[src/rtl/sseg_pkg.sv]
// Shared types and constants for the six-digit message controller:
// FSM states, status codes and the fixed status messages with their digit masks.
package sseg_pkg;

    typedef enum logic {
        S_ENTRY = 1'b0,
        S_MSG   = 1'b1
    } state_t;

    localparam logic [1:0] STAT_GRANTED = 2'd0;
    localparam logic [1:0] STAT_DENIED  = 2'd1;
    localparam logic [1:0] STAT_LOCKED  = 2'd2;

    typedef struct packed {
        logic [23:0] hex;
        logic [5:0]  en;
    } msg_t;

    localparam msg_t MSG_GRANTED = {24'hACCE55, 6'b111111};
    localparam msg_t MSG_DENIED  = {24'hDEAD00, 6'b111100};
    localparam msg_t MSG_LOCKED  = {24'hC105ED, 6'b111111};

    // Code 3 is undefined upstream and is shown as a denial.
    function automatic msg_t msg_lookup(input logic [1:0] code);
        case (code)
            STAT_GRANTED: return MSG_GRANTED;
            STAT_LOCKED:  return MSG_LOCKED;
            default:      return MSG_DENIED;
        endcase
    endfunction

endpackage

[src/rtl/msg_timer.sv]
// Message timer: saturating hold down-counter plus blink-phase generator.
// The phase output runs one cycle ahead so the controller can register it straight into dig_en.
module msg_timer #(
    parameter int HOLD_CYCLES  = 100_000_000,
    parameter int BLINK_CYCLES = 12_500_000
) (
    input  logic clk,
    input  logic rst_n,
    input  logic i_load,
    input  logic i_run,
    output logic expire,
    output logic phase
);

    localparam int HW = $clog2(HOLD_CYCLES + 1);
    localparam int BW = (BLINK_CYCLES > 1) ? $clog2(BLINK_CYCLES) : 1;

    localparam logic [HW-1:0] HOLD_LOAD    = HW'(HOLD_CYCLES - 1);
    localparam logic [BW-1:0] BLINK_RELOAD = BW'(BLINK_CYCLES - 1);
    // Load state is the state one blink step past "lit, count BLINK-1".
    localparam logic [BW-1:0] BLINK_LOAD   = (BLINK_CYCLES > 1) ? BW'(BLINK_CYCLES - 2) : '0;
    localparam logic          PHASE_LOAD   = (BLINK_CYCLES > 1);

    logic [HW-1:0] r_hold;
    logic [BW-1:0] r_blink;
    logic          r_phase;

    always_ff @(posedge clk or negedge rst_n) begin
        if (!rst_n) begin
            r_hold  <= '0;
            r_blink <= '0;
            r_phase <= 1'b0;
        end else if (i_load) begin
            r_hold  <= HOLD_LOAD;
            r_blink <= BLINK_LOAD;
            r_phase <= PHASE_LOAD;
        end else if (i_run) begin
            if (r_hold != '0) begin
                r_hold <= r_hold - 1'b1;
            end
            if (r_blink == '0) begin
                r_blink <= BLINK_RELOAD;
                r_phase <= ~r_phase;
            end else begin
                r_blink <= r_blink - 1'b1;
            end
        end
    end

    assign expire = (r_hold == '0);
    assign phase  = r_phase;

endmodule

[src/rtl/sseg_msg_ctrl.sv]
// Six-digit HEX display arbiter: shows the keypad entry buffer (optionally masked)
// or a timed/blinking status message requested by the access-check logic.
module sseg_msg_ctrl
    import sseg_pkg::*;
#(
    parameter int HOLD_CYCLES  = 100_000_000,
    parameter int BLINK_CYCLES = 12_500_000,
    parameter int MASK_ENTRY   = 1
) (
    input  logic        clk,
    input  logic        rst_n,
    input  logic        entry_valid,
    input  logic [3:0]  entry_digit,
    input  logic        entry_clr,
    input  logic        stat_req,
    input  logic [1:0]  stat_code,
    output logic        stat_ack,
    output logic        busy,
    output logic [23:0] hex_out,
    output logic [5:0]  dig_en
);

    state_t      r_state;
    logic [23:0] r_buf;
    logic [2:0]  r_cnt;
    logic [23:0] r_hex;
    logic [5:0]  r_dig_en;
    logic        r_ack;
    logic        r_busy;
    logic        r_locked;

    logic [23:0] w_buf_next;
    logic [2:0]  w_cnt_next;
    logic [23:0] w_view;
    logic [5:0]  w_en_view;
    logic        w_accept;
    logic        w_expire;
    logic        w_phase;
    msg_t        w_msg;

    assign w_accept = (r_state == S_ENTRY) && stat_req;
    assign w_msg    = msg_lookup(stat_code);

    msg_timer #(
        .HOLD_CYCLES  (HOLD_CYCLES),
        .BLINK_CYCLES (BLINK_CYCLES)
    ) u_timer (
        .clk    (clk),
        .rst_n  (rst_n),
        .i_load (w_accept),
        .i_run  (r_state == S_MSG),
        .expire (w_expire),
        .phase  (w_phase)
    );

    always_comb begin
        w_buf_next = r_buf;
        w_cnt_next = r_cnt;
        if (entry_clr) begin
            w_buf_next = '0;
            w_cnt_next = '0;
        end else if (entry_valid && (r_cnt < 3'd6)) begin
            w_buf_next = {r_buf[19:0], entry_digit};
            w_cnt_next = r_cnt + 3'd1;
        end
    end

    // Older digits read as 8 when masked; the newest (HEX0) is always shown as typed.
    generate
        for (genvar gi = 0; gi < 6; gi++) begin : g_view
            assign w_view[gi*4 +: 4] = ((MASK_ENTRY != 0) && (gi != 0) && (3'(gi) < w_cnt_next))
                                       ? 4'h8 : w_buf_next[gi*4 +: 4];
            assign w_en_view[gi]     = (3'(gi) < w_cnt_next);
        end
    endgenerate

    always_ff @(posedge clk or negedge rst_n) begin
        if (!rst_n) begin
            r_state  <= S_ENTRY;
            r_buf    <= '0;
            r_cnt    <= '0;
            r_hex    <= '0;
            r_dig_en <= '0;
            r_ack    <= 1'b0;
            r_busy   <= 1'b0;
            r_locked <= 1'b0;
        end else begin
            r_ack <= 1'b0;
            case (r_state)
                S_ENTRY: begin
                    if (stat_req) begin
                        r_state  <= S_MSG;
                        r_ack    <= 1'b1;
                        r_busy   <= 1'b1;
                        r_buf    <= '0;
                        r_cnt    <= '0;
                        r_hex    <= w_msg.hex;
                        r_dig_en <= w_msg.en;
                        r_locked <= (stat_code == STAT_LOCKED);
                    end else begin
                        r_buf    <= w_buf_next;
                        r_cnt    <= w_cnt_next;
                        r_hex    <= w_view;
                        r_dig_en <= w_en_view;
                    end
                end
                S_MSG: begin
                    if ((r_locked && entry_clr) || (!r_locked && w_expire)) begin
                        r_state  <= S_ENTRY;
                        r_busy   <= 1'b0;
                        r_hex    <= '0;
                        r_dig_en <= '0;
                        r_locked <= 1'b0;
                    end else if (r_locked) begin
                        r_dig_en <= {6{w_phase}};
                    end
                end
                default: r_state <= S_ENTRY;
            endcase
        end
    end

    assign stat_ack = r_ack;
    assign busy     = r_busy;
    assign hex_out  = r_hex;
    assign dig_en   = r_dig_en;

endmodule

[config.mk]
export PLATFORM = sky130hd
export DESIGN_NAME = sseg_msg_ctrl
export DESIGN_NICKNAME = d
export VERILOG_FILES = /design/src/rtl/sseg_pkg.sv /design/src/rtl/msg_timer.sv /design/src/rtl/sseg_msg_ctrl.sv
export SDC_FILE = /design/constraint.sdc
export NUM_CORES = 1
export LEC_CHECK = 0
export CAP_MARGIN = 25
export CORE_UTILIZATION = 59
export CTS_CLUSTER_SIZE = 30
export DETAILED_ROUTE_END_ITERATION = 7
export MAX_ROUTING_LAYER = met4
export PLACE_DENSITY_LB_ADDON = 0.08
export SLEW_MARGIN = 10
export SYNTH_ARGS = -nofsm -noshare
export SYNTH_HDL_FRONTEND = slang
export SYNTH_SLANG_ARGS = --single-unit
[constraint.sdc]
create_clock -name clk -period 3.4 [get_ports clk]
set_clock_uncertainty 0.05 [all_clocks]
set_input_delay 0.68 -clock clk [delete_from_list [all_inputs] [get_ports clk]]
set_output_delay 0.68 -clock clk [all_outputs]
set_load 0.02 [all_outputs]
== Yosys cells after proc, flatten, opt, wreduce, memory -nomap -nowiden ==
Cells that the tools add are included.
Storage, ports and cells
  bits in registers: 113
  word-level logic and storage cells: 80
Operators by class
  add/sub/neg operators: 3
  magnitude comparators: 7
  equal/unequal tests: 4
  multiplexer cells: 37
  bitwise gates (word level): 2
  reductions and logical operators: 16
Operators with widths (number)
  2-to-1 mux 24 bit: 8
  2-to-1 mux 27 bit: 3
  case mux 29 bit (2 select lines): 1
  case mux 24 bit (2 select lines): 1
  zero test 27 bit: 1
  nonzero test 27 bit: 1
  subtractor 27 x 1 -> 27 bit (second input constant): 1
  zero test 24 bit: 1
  subtractor 24 x 1 -> 24 bit (second input constant): 1
  2-to-1 mux 4 bit: 5
  2-to-1 mux 6 bit: 3
  case mux 6 bit (2 select lines): 1
  2-to-1 mux 1 bit: 9
  2-to-1 mux 3 bit: 3
  less-than comparator 1 x 3 -> 1 bit (first input constant): 2
  less-than comparator 2 x 3 -> 1 bit (first input constant): 2
  less-than comparator 3 bit (first input constant): 2
  case mux 1 bit (2 select lines): 3
  AND reduction 2 bit: 3
  nonzero test 2 bit: 3
  logical AND 1 bit: 4
  adder 3 x 1 -> 3 bit (second input constant): 1
  less-than comparator 3 bit (second input constant): 1
  != test 3 x 1 -> 1 bit (second input constant): 1
  7 further kinds: 8

== Longest topological paths before layout ==
Gate-level depths: netlist of run 1.
  depth in word-level cells: 8
  gate-level depth with buffers: 8

== Modules after synthesis ==
Synthesis of run 1 repeated with hierarchy kept, for this count alone.
Second synthesis, totals
  cells, all modules: 575
  area total of the unflattened synthesis: 5748.0 µm²
Modules (own cells, without submodules)
  sseg_msg_ctrl: times used 1, cells each 287, area each 2980.4 µm²
  msg_timer: times used 1, cells each 288, area each 2767.7 µm²

== Least setup slack after synthesis of run 1 ==
OpenSTA, ideal clock, no wires.
  path type: register to register
  start point: register u_timer.r_blink[0]
  end point: register u_timer.r_blink[7]
  library setup time: 121 ps
  data arrival time: 2278 ps
  data required time: 3229 ps
  path slack: 952 ps
  cell stages (with the launch flop): 9
  buffers on the path: 1
  clock period less this slack: 2448 ps
  cells stage by stage: dfrtp_1 -> inv_1 -> ha_1 -> or4b_2 -> or3_1 -> o31ai_1 -> buf_2 -> nor2_1 -> a22o_1
Between the ends
  cells in the longest elaborated chain, start to end: 4
  elaborated cells on any way between the ends: 5
RTL lines
  start: declaration: line msg_timer.sv:25  | logic [BW-1:0] r_blink;
  start signal: assignment: line msg_timer.sv:45  | r_blink <= r_blink - 1'b1;
  subtractor 24 x 1 -> 24 bit or zero test 24 bit (tied branches): line msg_timer.sv:45, msg_timer.sv:41
  2-to-1 mux 24 bit *: line msg_timer.sv:41  | if (r_blink == '0) begin
  2-to-1 mux 24 bit *: line msg_timer.sv:37  | end else if (i_run) begin
  2-to-1 mux 24 bit *: line msg_timer.sv:33  | end else if (i_load) begin
Mark *: on every way between the ends. The rest lies on a longest branch, timed or not. The select of a mux whose other input is x is not followed.
A chain may end at the register's enable or synchronous reset.

== Final worst setup path of run 1 ==
  start point: register u_timer.r_hold[5]
  end point: register r_hex[14], in the netlist hex_out[14]
Between the ends
  cells in the longest elaborated chain, start to end: 4
RTL lines
  start: declaration: line msg_timer.sv:24  | logic [HW-1:0] r_hold;
  start signal: assignment: line msg_timer.sv:39  | r_hold <= r_hold - 1'b1;
  zero test 27 bit: line msg_timer.sv:50  | assign expire = (r_hold == '0);
  logical AND 1 bit: line sseg_msg_ctrl.sv:108  | if ((r_locked && entry_clr) || (!r_locked && w_expire)) begin
  logical OR 1 bit: line sseg_msg_ctrl.sv:108
  != test 2 x 1 -> 1 bit (no line)
  end signal: assignment: line sseg_msg_ctrl.sv:97  | r_hex <= w_msg.hex;
  end signal: assignment: line sseg_msg_ctrl.sv:103  | r_hex <= w_view;
  end: declaration: line sseg_msg_ctrl.sv:26  | logic [23:0] r_hex;
Every way passes these cells.

==> impl_results.md, run 1 <==
* Status: completed
* IO Port Bufs at 42
* Final worst-path cycle share at 0.814
* Post-CTS Hold Buffers at 0
* Placed cells at 760
* Ys async rst share at 1.00
* TritonCTS clock tree: built
* Mapped Area at 5910 µm²
* Antenna diode count at 0
* Total Wirelength at 15.1 mm
* Hpwl dp at 9.92 mm
* Met3 wire len at 861 µm
* Top_reg_cell synth: dfrtp_1
* Clk Latency, worst-skew pair at 0.54 ns
* Worst Path Arrival at 3.14 ns
* Final antenna-violating net count at 0
* M1 wire length at 6.44 mm
* WL met2 at 7.44 mm
* Root buffer cell: clkbuf_8
* Power density cells at 767 nW/µm²
* CP Capture Type: register
* Pins over their slew limit at 0
* Netlist cell types at 74
* Fin util at 0.723
* Number of synthesized flops with an enable pin at 0
* Nets at 661
* Largest net degree at the start of global routing at 50
* CTS H-tree lvls at 4
* Overflow left after global routing at 0
* Share of layout cells above drive strength 1 at 0.108
* Register area share after synthesis at 0.478
* Flop pwr share at 0.370
* Final Hold Vio Count at 0
* DIE AREA at 10400 µm²
* Boundary pin count at 43
* Most frequent cells in the layout: dfrtp_1, nand2_1, nor2_1, clkdlybuf4s50_1, a21oi_1
* Overall routing resource usage at 0.324
* Post-DR wirelength/cell at 19.0 µm
* Part of the power in combinational logic at 0.317
* Commonest non-fill, non-tap cell in the layout: dfrtp_1
* Switching share of power at 0.370
* Static leakage power at 2.79 nW
* Syn_nets at 624
* Via density at 6.42
* Rel. slew slack at 0.475
* Hold crit path type: primary input to async pin
* Worst IR Drop VDD at 0.534 mV
* Synthesized area per cell at 9.71 µm²
* Via count at 5088
* Post-CTS Resized at 0
* Final period demand of the worst path at 2.77 ns
* Req. time, crit path at 3.77 ns
* Fmax at 361 MHz
* First-pass GRT wire length at 24.6 mm
* Max Buffers Root-to-Sink at 2
* Initial antenna violation count at 0
* Num rows at 36
* Crit path kind: register to register
* Total chip power at 5.39 mW
* Synth Instances at 609
* Critical Path Start Type: register
* Final Wtd Congestion at 0.926
* Clk sink count at 113
* DRT iter0 DRCs at 293
* Top Layer Used: met4
* Drt pass-1 iters at 4
* Core area at 9730 µm²
* Worst r2r path cells at 5
* Final setup TNS at 0 ns
* Number of max-cap violations at 0
* # DRC at 0
* Setup ws final at 0.633 ns
* Clock group share of total power at 0.314
* Int Power at 3.40 mW
* Die X-Extent at 102 µm
* Die height at 102 µm
* Post-CTS Setup Bufs at 0
* Clock transition at path regs at 0.06 ns
* Yosys reg bits at 113
* Worst Path Max Fanout at 21
* Pre-CTS WS at 0.522 ns
* Unrepaired setup endpoints after global routing: no
* Fin cells at 792
* Area delta synth->final at 19.0%
* Starting density of the core at 0.608
* Cts bufs inserted at 17
* Endpoints failing setup at 0
* Slew @ Worst Pin at 0.788 ns
* Yosys warning count at 0
* Sw Pwr at 2.00 mW
* Number of global-route vias before repair at 4756
[worst paths after layout]
| kind | endpoint | slack (ns) | start |
|---|---|---|---|
| max | hex_out[14] | 0.63 | u_timer.r_hold[5] |
| min | u_timer.r_blink[18] | 0.07 | rst_n |
| max reg2reg | hex_out[14] | 0.63 | u_timer.r_hold[5] |
| min reg2reg | r_buf[21] | 0.43 | r_buf[21] |
| max in group asynchronous | r_buf[11] | 2.48 | rst_n |
| min in group clk | r_buf[21] | 0.43 | r_buf[21] |
[area by class of cell]
class                      instances  area (µm²)
multi-input combinational        439        2860
clock inverter                    15         151
tap                              133         166
inverter                          16        60.1
fill                             741        2690
timing repair buffer              59         558
clock buffer                      17         414
sequential                       113        2830
[state kept, by name, summed over array words and instances (netlist names), 3 cells and up]
name / flops
r_cnt: 3
u_timer.r_hold: 27
r_buf: 24
u_timer.r_blink: 24
hex_out: 24
dig_en: 6
[critical path, stage by stage, from the launching register on]
cell	delay [ns]
dfrtp_1	0.42
or4_4	0.57
nor3b_4	0.38
nand3_4	0.19
o211a_1	0.56
a221o_1	0.48
[logic make-up after synthesis]
family	after synthesis	synth area share
AND/OR/NAND/NOR	229	0.207
XOR/XNOR	16	0.0237
multiplexers	11	0.0188
adder cells (fa/ha/maj)	4	0.00846
flip-flops	113	0.478
AO/OA/AOI/OAI	179	0.224
buffers and inverters	57	0.0400
[cells in the mapped netlist, types with 5 or more instances]
master    number  area [µm²]
dfrtp_1      113        2830
nand2_1       79         297
nor2_1        44         165
a21oi_1       32         160
clkbuf_1      32         120
a22o_1        28         245
o21ai_0       27         135
nor4_1        17         106
inv_1         15        56.3
nor3_1        15        75.1
a221o_1       11         110
a31oi_1       11        68.8
xnor2_1       11        96.3
mux2i_1       10         100
or3_1         10        62.6
or4_1          9        67.6
o211ai_1       7        52.6
o31ai_1        7        52.6
a211o_1        6        52.6
buf_2          6        30.0
nand2b_1       5        31.3
xor2_1         5        43.8
[per-layer routing]
metal / track usage / vias to the layer above
met1: 0.408 / 2523
met4: 0.133 / 0
met3: 0.0814 / 38
met2: 0.501 / 167
met5: - / -
li1: - / 2360
[stage by stage]
stage / hold slack [ns] / area (µm²)
after floorplan: 0.334 / 5910
after global placement: 0.414 / 6470
after detailed placement: 0.423 / 6470
after CTS: 0.0784 / 7040
after global routing: 0.101 / 7040
final: 0.0723 / 7040
[power groups by stage]
stage                     logic, mW  registers [mW]  clock network (mW)
final                          1.71            1.99                1.69
after global routing           1.86            2.03                1.78
after CTS                      1.71            1.99                1.72
after detailed placement       1.70            2.00                   0
after global placement         1.65            1.99                   0
after floorplan               0.937            2.08                   0
Power figures use the tool's default switching activity.
==> run 2: changes to the inputs <==
- CORE_UTILIZATION: 59 -> 53
- clock period: 3.4 -> 2.3 ns (I/O delays scaled with it)
==> impl_results.md, run 2 (synthesized netlist as in run 1, its figures left out) <==
* Final Hold Vio Count at 0 (unchanged)
* Sw Pwr at 3.03 mW (+52%)
* Switching share of power at 0.347 (-0.0234)
* Fin area at 8040 µm² (+14%)
* Crit path buf inv count at 1 (+1)
* Worst Path Max Fanout at 8 (-62%)
* Static leakage power at 3.36 nW (+21%)
* Root buffer cell: clkbuf_8
* Drt pass-1 iters at 5 (+1)
* Largest net degree at the start of global routing at 47 (-6.0%)
* Initial antenna violation count at 0 (unchanged)
* Worst Path Arrival at 2.69 ns (-0.45 ns)
* Nets at 756 (+14%)
* Pre-CTS WS at -0.114 ns (-0.637 ns)
* CP Capture Type: register
* Req. time, crit path at 2.66 ns (-1.11 ns)
* Status: finished with violations
* Final antenna-violating net count at 0 (unchanged)
* # DRC at 0 (unchanged)
* Top Family by Delay on Critical Path: simple AND/OR/NAND/NOR gates
* Total Wirelength at 17.2 mm (+14%)
* CTS H-tree lvls at 4 (unchanged)
* Cts bufs inserted at 17 (unchanged)
* Boundary pin count at 43 (unchanged)
* Fmax at 430 MHz (+19%)
* Max incr delay on CP at 0.44 ns (-0.13 ns)
* First-pass GRT wire length at 26.9 mm (+9.5%)
* Failing checks: setup timing
* Final worst-path cycle share at 1.01 (+0.197)
* TritonCTS clock tree: built
* Antenna diode count at 0 (unchanged)
* IO Port Bufs at 42 (unchanged)
* Share of layout cells above drive strength 1 at 0.249 (+0.141)
* Max Buffers Root-to-Sink at 2 (unchanged)
* Critical path, cell by cell: inv_2 > ha_4 > or4b_4 > or3_4 > o31a_4 > a21oi_2 > o21ba_2
* Largest register FFs at 27 (unchanged)
* Number of global-route vias before repair at 5369 (+13%)
* Crit path kind: register to register
* Number of max-cap violations at 0 (unchanged)
* Area delta synth->final at 35.9%
* Endpoints failing setup at 6 (+6)
* Core area at 10800 µm² (+11%)
* Part of the power in combinational logic at 0.397 (+0.080)
* Overall routing resource usage at 0.315 (-0.00947)
* Die X-Extent at 108 µm (+5.4%)
* DRT iter0 DRCs at 346 (+18%)
* Clk Latency, worst-skew pair at 0.52 ns (-0.02 ns)
* Flop2flop setup slack at -0.03 ns (-0.66 ns)
* Power density cells at 1090 nW/µm² (+42%)
* Num rows at 38 (+5.6%)
* Commonest non-fill, non-tap cell in the layout: dfrtp_1
* Via density at 6.12 (-4.7%)
* Final period demand of the worst path at 2.33 ns (-0.442 ns)
* Slowest CP cell: or4b_4
* Clock transition at path regs at 0.05 ns (about the same)
* Placed Area at 7180 µm² (+11%)
* Unrepaired setup endpoints after global routing: yes
* Hold crit path type: primary input to async pin
* Die height at 108 µm (+5.4%)
* Pins over their slew limit at 0 (unchanged)
* Post-DR wirelength/cell at 19.3 µm (+1.4%)
* Slew @ Worst Pin at 0.440 ns (-0.348 ns)
* Int Power at 5.72 mW (+68%)
* Flop pwr share at 0.328 (-0.042)
* Total chip power at 8.75 mW (+62%)
* Largest register by flop count: u_timer.r_hold
* Overflow left after global routing at 0 (unchanged)
* Hpwl dp at 11.1 mm (+12%)
* Clk sink count at 113 (unchanged)
* Clock group share of total power at 0.274 (-0.040)
* DIE AREA at 11600 µm² (+11%)
* Worst IR Drop VDD at 0.683 mV (+28%)
* Setup ws final at -0.0254 ns (-0.658 ns)
* Rel. slew slack at 0.699 (+0.224)
* Final Wtd Congestion at 0.879 (-5.0%)
* Fillcell total at 774 (+4.5%)
* Critical Path Start Type: register
* Via count at 5456 (+7.2%)
* Starting density of the core at 0.545 (-0.0623)
* Most frequent cells in the layout: dfrtp_1, buf_4, nand2_1, nor2_1, clkdlybuf4s50_1
run 2: layout make-up:
type                    count  area [µm²]  share of cell area
clock inverters             8        90.1              0.0112
clock buffers              21         439              0.0547
multi-input cells         440        3030               0.378
repair buffers            153        1410               0.175
inverters                  16        60.1             0.00747
well taps                 140         175              0.0218
flip-flops and latches    113        2830               0.352
run 2: per-stage QoR:
stage	utilization	setup TNS, ns	hold WS (ns)	instances
2_1_floorplan	-	-0.362	0.114	609
3_3_place_gp	0.663	-0.0358	0.240	848
3_5_place_dp	0.663	-0.279	0.245	848
4_1_cts	0.716	-0.0120	0.226	880
5_1_grt	0.741	-1.65	0.248	891
6_report	0.741	-0.0763	0.249	891
run 2: timing repair:
item | 4_1_cts | 5_1_grt
gates cloned | 0 | 5
setup endpoints to repair | 15 | 54
pin swaps | 3 | 28
setup buffers | 2 | 8
resized for setup | 6 | 34
hold buffers | 1 | 0
hold endpoints to repair | 52 | 0
run 2: worst reg2reg max path: cells and delay by family (launching register included):
kind / cells / cell delay [ns]
flops: 1 / 0.39
buf+inv: 1 / 0.11
compound gates: 3 / 0.72
fa+ha+maj: 1 / 0.13
simple gates: 2 / 0.82
run 2: power groups by stage:
stage	Sequential (mW)	Combinational (mW)	Clock [mW]
floorplan	3.07	1.40	0
global placement	2.86	2.99	0
detailed placement	2.87	3.06	0
CTS	2.85	3.09	2.44
global route	2.93	3.74	2.53
finish	2.87	3.48	2.40
run 2: worst paths after layout:
path                                startpoint                   to  depth (start not counted)
setup / recovery            u_timer.r_blink[0]   u_timer.r_blink[5]                          7
max in group asynchronous                rst_n            r_buf[19]                          3
hold reg to reg            u_timer.r_blink[18]  u_timer.r_blink[18]                          1
hold / removal                           rst_n   u_timer.r_blink[9]                          2
setup reg to reg            u_timer.r_blink[0]   u_timer.r_blink[5]                          7
min in group clk           u_timer.r_blink[18]  u_timer.r_blink[18]                          1
run 2: routing by layer:
layer,track usage,up-vias,share of wire
met5,-,-,0
li1,-,2543,-
met3,0.0623,31,0.043
met2,0.509,160,0.51
met1,0.390,2722,0.42
met4,0.124,0,0.022
==> run 3: changes to the inputs <==
- CORE_UTILIZATION: 53 -> 50
==> impl_results.md, run 3 (synthesized netlist as in run 1, its figures left out) <==
* Rel. slew slack at 0.531 (-0.168)
* Slew @ Worst Pin at 0.704 ns (+0.264 ns)
* Antenna diode count at 0 (unchanged)
* Failing checks: setup timing
* Static leakage power at 3.32 nW (-1.3%)
* Overall routing resource usage at 0.294 (-0.0210)
* Crit path kind: register to register
* Nets at 748 (-1.1%)
* Cts bufs inserted at 17 (unchanged)
* Final Wtd Congestion at 0.913 (+3.8%)
* Hold WS at 0.436 ns (+0.186 ns)
* Final setup TNS at -0.0740 ns (+0.00226 ns)
* Clk Latency, worst-skew pair at 0.42 ns (-0.10 ns)
* Core area at 11500 µm² (+5.8%)
* Critical Path Start Type: register
* CP Capture Type: register
* Endpoints failing setup at 8 (+2)
* Starting density of the core at 0.516 (-0.0298)
* Boundary pin count at 43 (unchanged)
* Pins over their slew limit at 0 (unchanged)
* Die X-Extent at 111 µm (+2.9%)
* Max Buffers Root-to-Sink at 2 (unchanged)
* Commonest non-fill, non-tap cell in the layout: dfrtp_1
* Via count at 5453 (-0.055%)
* Clk sink count at 113 (unchanged)
* Final Hold Vio Count at 0 (unchanged)
* Num rows at 39 (+2.6%)
* Overflow left after global routing at 0 (unchanged)
* Hpwl dp at 11.4 mm (+2.6%)
* Req. time, crit path at 2.55 ns (-0.11 ns)
* Area delta synth->final at 35.1%
* Largest register by flop count: u_timer.r_hold
* Number of max-cap violations at 0 (unchanged)
* Power density cells at 1100 nW/µm² (+1.1%)
* Placed Area at 7200 µm² (+0.19%)
* Final period demand of the worst path at 2.33 ns (+0.00524 ns)
* Hold crit path type: register to register
* # DRC at 0 (unchanged)
* Final worst-path cycle share at 1.01 (+0.00228)
* CTS H-tree lvls at 4 (unchanged)
* Root buffer cell: clkbuf_16
* Die height at 111 µm (+2.9%)
* Worst Path Max Fanout at 6 (-2)
* Total chip power at 8.79 mW (+0.45%)
* Final antenna-violating net count at 0 (unchanged)
* Total Wirelength at 17.0 mm (-1.0%)
* Fin area at 7990 µm² (-0.61%)
* Worst IR Drop VDD at 1.19 mV (+74%)
* IO Port Bufs at 42 (unchanged)
* Most frequent cells in the layout: dfrtp_1, buf_4, nand2_1, nor2_1, clkdlybuf4s50_1
* Largest net degree at the start of global routing at 40 (-15%)
* Largest register FFs at 27 (unchanged)
* Initial antenna violation count at 0 (unchanged)
* Fin util at 0.696 (-0.0448)
* Unrepaired setup endpoints after global routing: yes
* Clock transition at path regs at 0.06 ns (about the same)
* First-pass GRT wire length at 27.6 mm (+2.4%)
* Status: finished with violations
* Number of global-route vias before repair at 5360 (-0.17%)
* DIE AREA at 12300 µm² (+5.9%)
* Setup ws final at -0.0306 ns (-0.00524 ns)
* Via density at 6.13 (+0.17%)
* Share of layout cells above drive strength 1 at 0.237 (-0.0117)
* Fmax at 429 MHz (-0.22%)
* TritonCTS clock tree: built
* DRT iter0 DRCs at 358 (+3.5%)
* Worst Path Arrival at 2.58 ns (-0.11 ns)
* Drt pass-1 iters at 6 (+1)
* Post-DR wirelength/cell at 19.1 µm (-0.80%)
run 3: cell count changes in the layout (fill, tap and decap cells not counted), moves of 3 or more:
cell	change
o21ai_0	+4
clkinv_2	-3
a21oi_2	-5
nor3b_1	-3
buf_4	-6
clkinvlp_4	+3
a21oi_1	+5
nor3b_2	+3
run 3: path summary, 6_finish.rpt:
| kind | from | to | slack [ns] | cells after the start |
|---|---|---|---|---|
| max in group asynchronous | rst_n | r_buf[13] | 1.07 | 3 |
| worst max register to register | u_timer.r_hold[23] | hex_out[9] | -0.03 | 6 |
| worst min register to register | r_buf[21] | r_buf[21] | 0.44 | 1 |
| worst max-delay path | u_timer.r_hold[23] | hex_out[9] | -0.03 | 6 |
| min in group asynchronous | rst_n | u_timer.r_blink[9] | 0.51 | 2 |
| worst min-delay path | r_buf[21] | r_buf[21] | 0.44 | 1 |
run 3: repair_timing:
item                                    in CTS  in global routing
cloned                                       0                  3
hold endpoints to repair                    35                  0
setup buffers                                0                  0
hold buffers                                 1                  0
pin swaps                                    4                 16
resized for setup                            6                 22
endpoints found under the setup margin      13                 49
run 3: stage by stage:
step | std cells | setup WS, ns
2_1_floorplan | 609 | -0.0290
3_3_place_gp | 854 | -0.0557
3_5_place_dp | 854 | -0.102
4_1_cts | 887 | -0.00892
5_1_grt | 889 | -0.0804
6_report | 889 | -0.0306
run 3: worst max-delay path: stages (launching register included):
cell and delay, ns:
dfrtp_1 0.38, or4_4 0.58, nor4_4 0.29, nand3_4 0.12
o211a_4 0.29, buf_12 0.15, a221o_1 0.35
run 3: where the power goes:
group	internal, mW	switching [mW]	leakage [nW]
combinational	1.62	1.67	1.68
sequential	2.44	0.435	1.36
clock	1.65	0.967	0.283
run 3: area by class of cell:
cell class                      count  area, µm²
Sequential cell                   113       2830
Clock buffer                       20        457
Inverter                           16       60.1
Timing Repair Buffer              145       1320
Tap cell                          143        179
Fill cell                         870       3480
Clock inverter                     12        133
Multi-Input combinational cell    440       3010
run 3: metal layers:
layer  wire (µm)  global-route usage  vias to the layer above  part of all wire
li1            -                   -                     2542                 -
met1        7210               0.378                     2688              0.42
met2        8280               0.454                      186              0.49
met3        1010              0.0640                       37             0.059
met4         503               0.118                        0             0.030
met5           0                   -                        -                 0
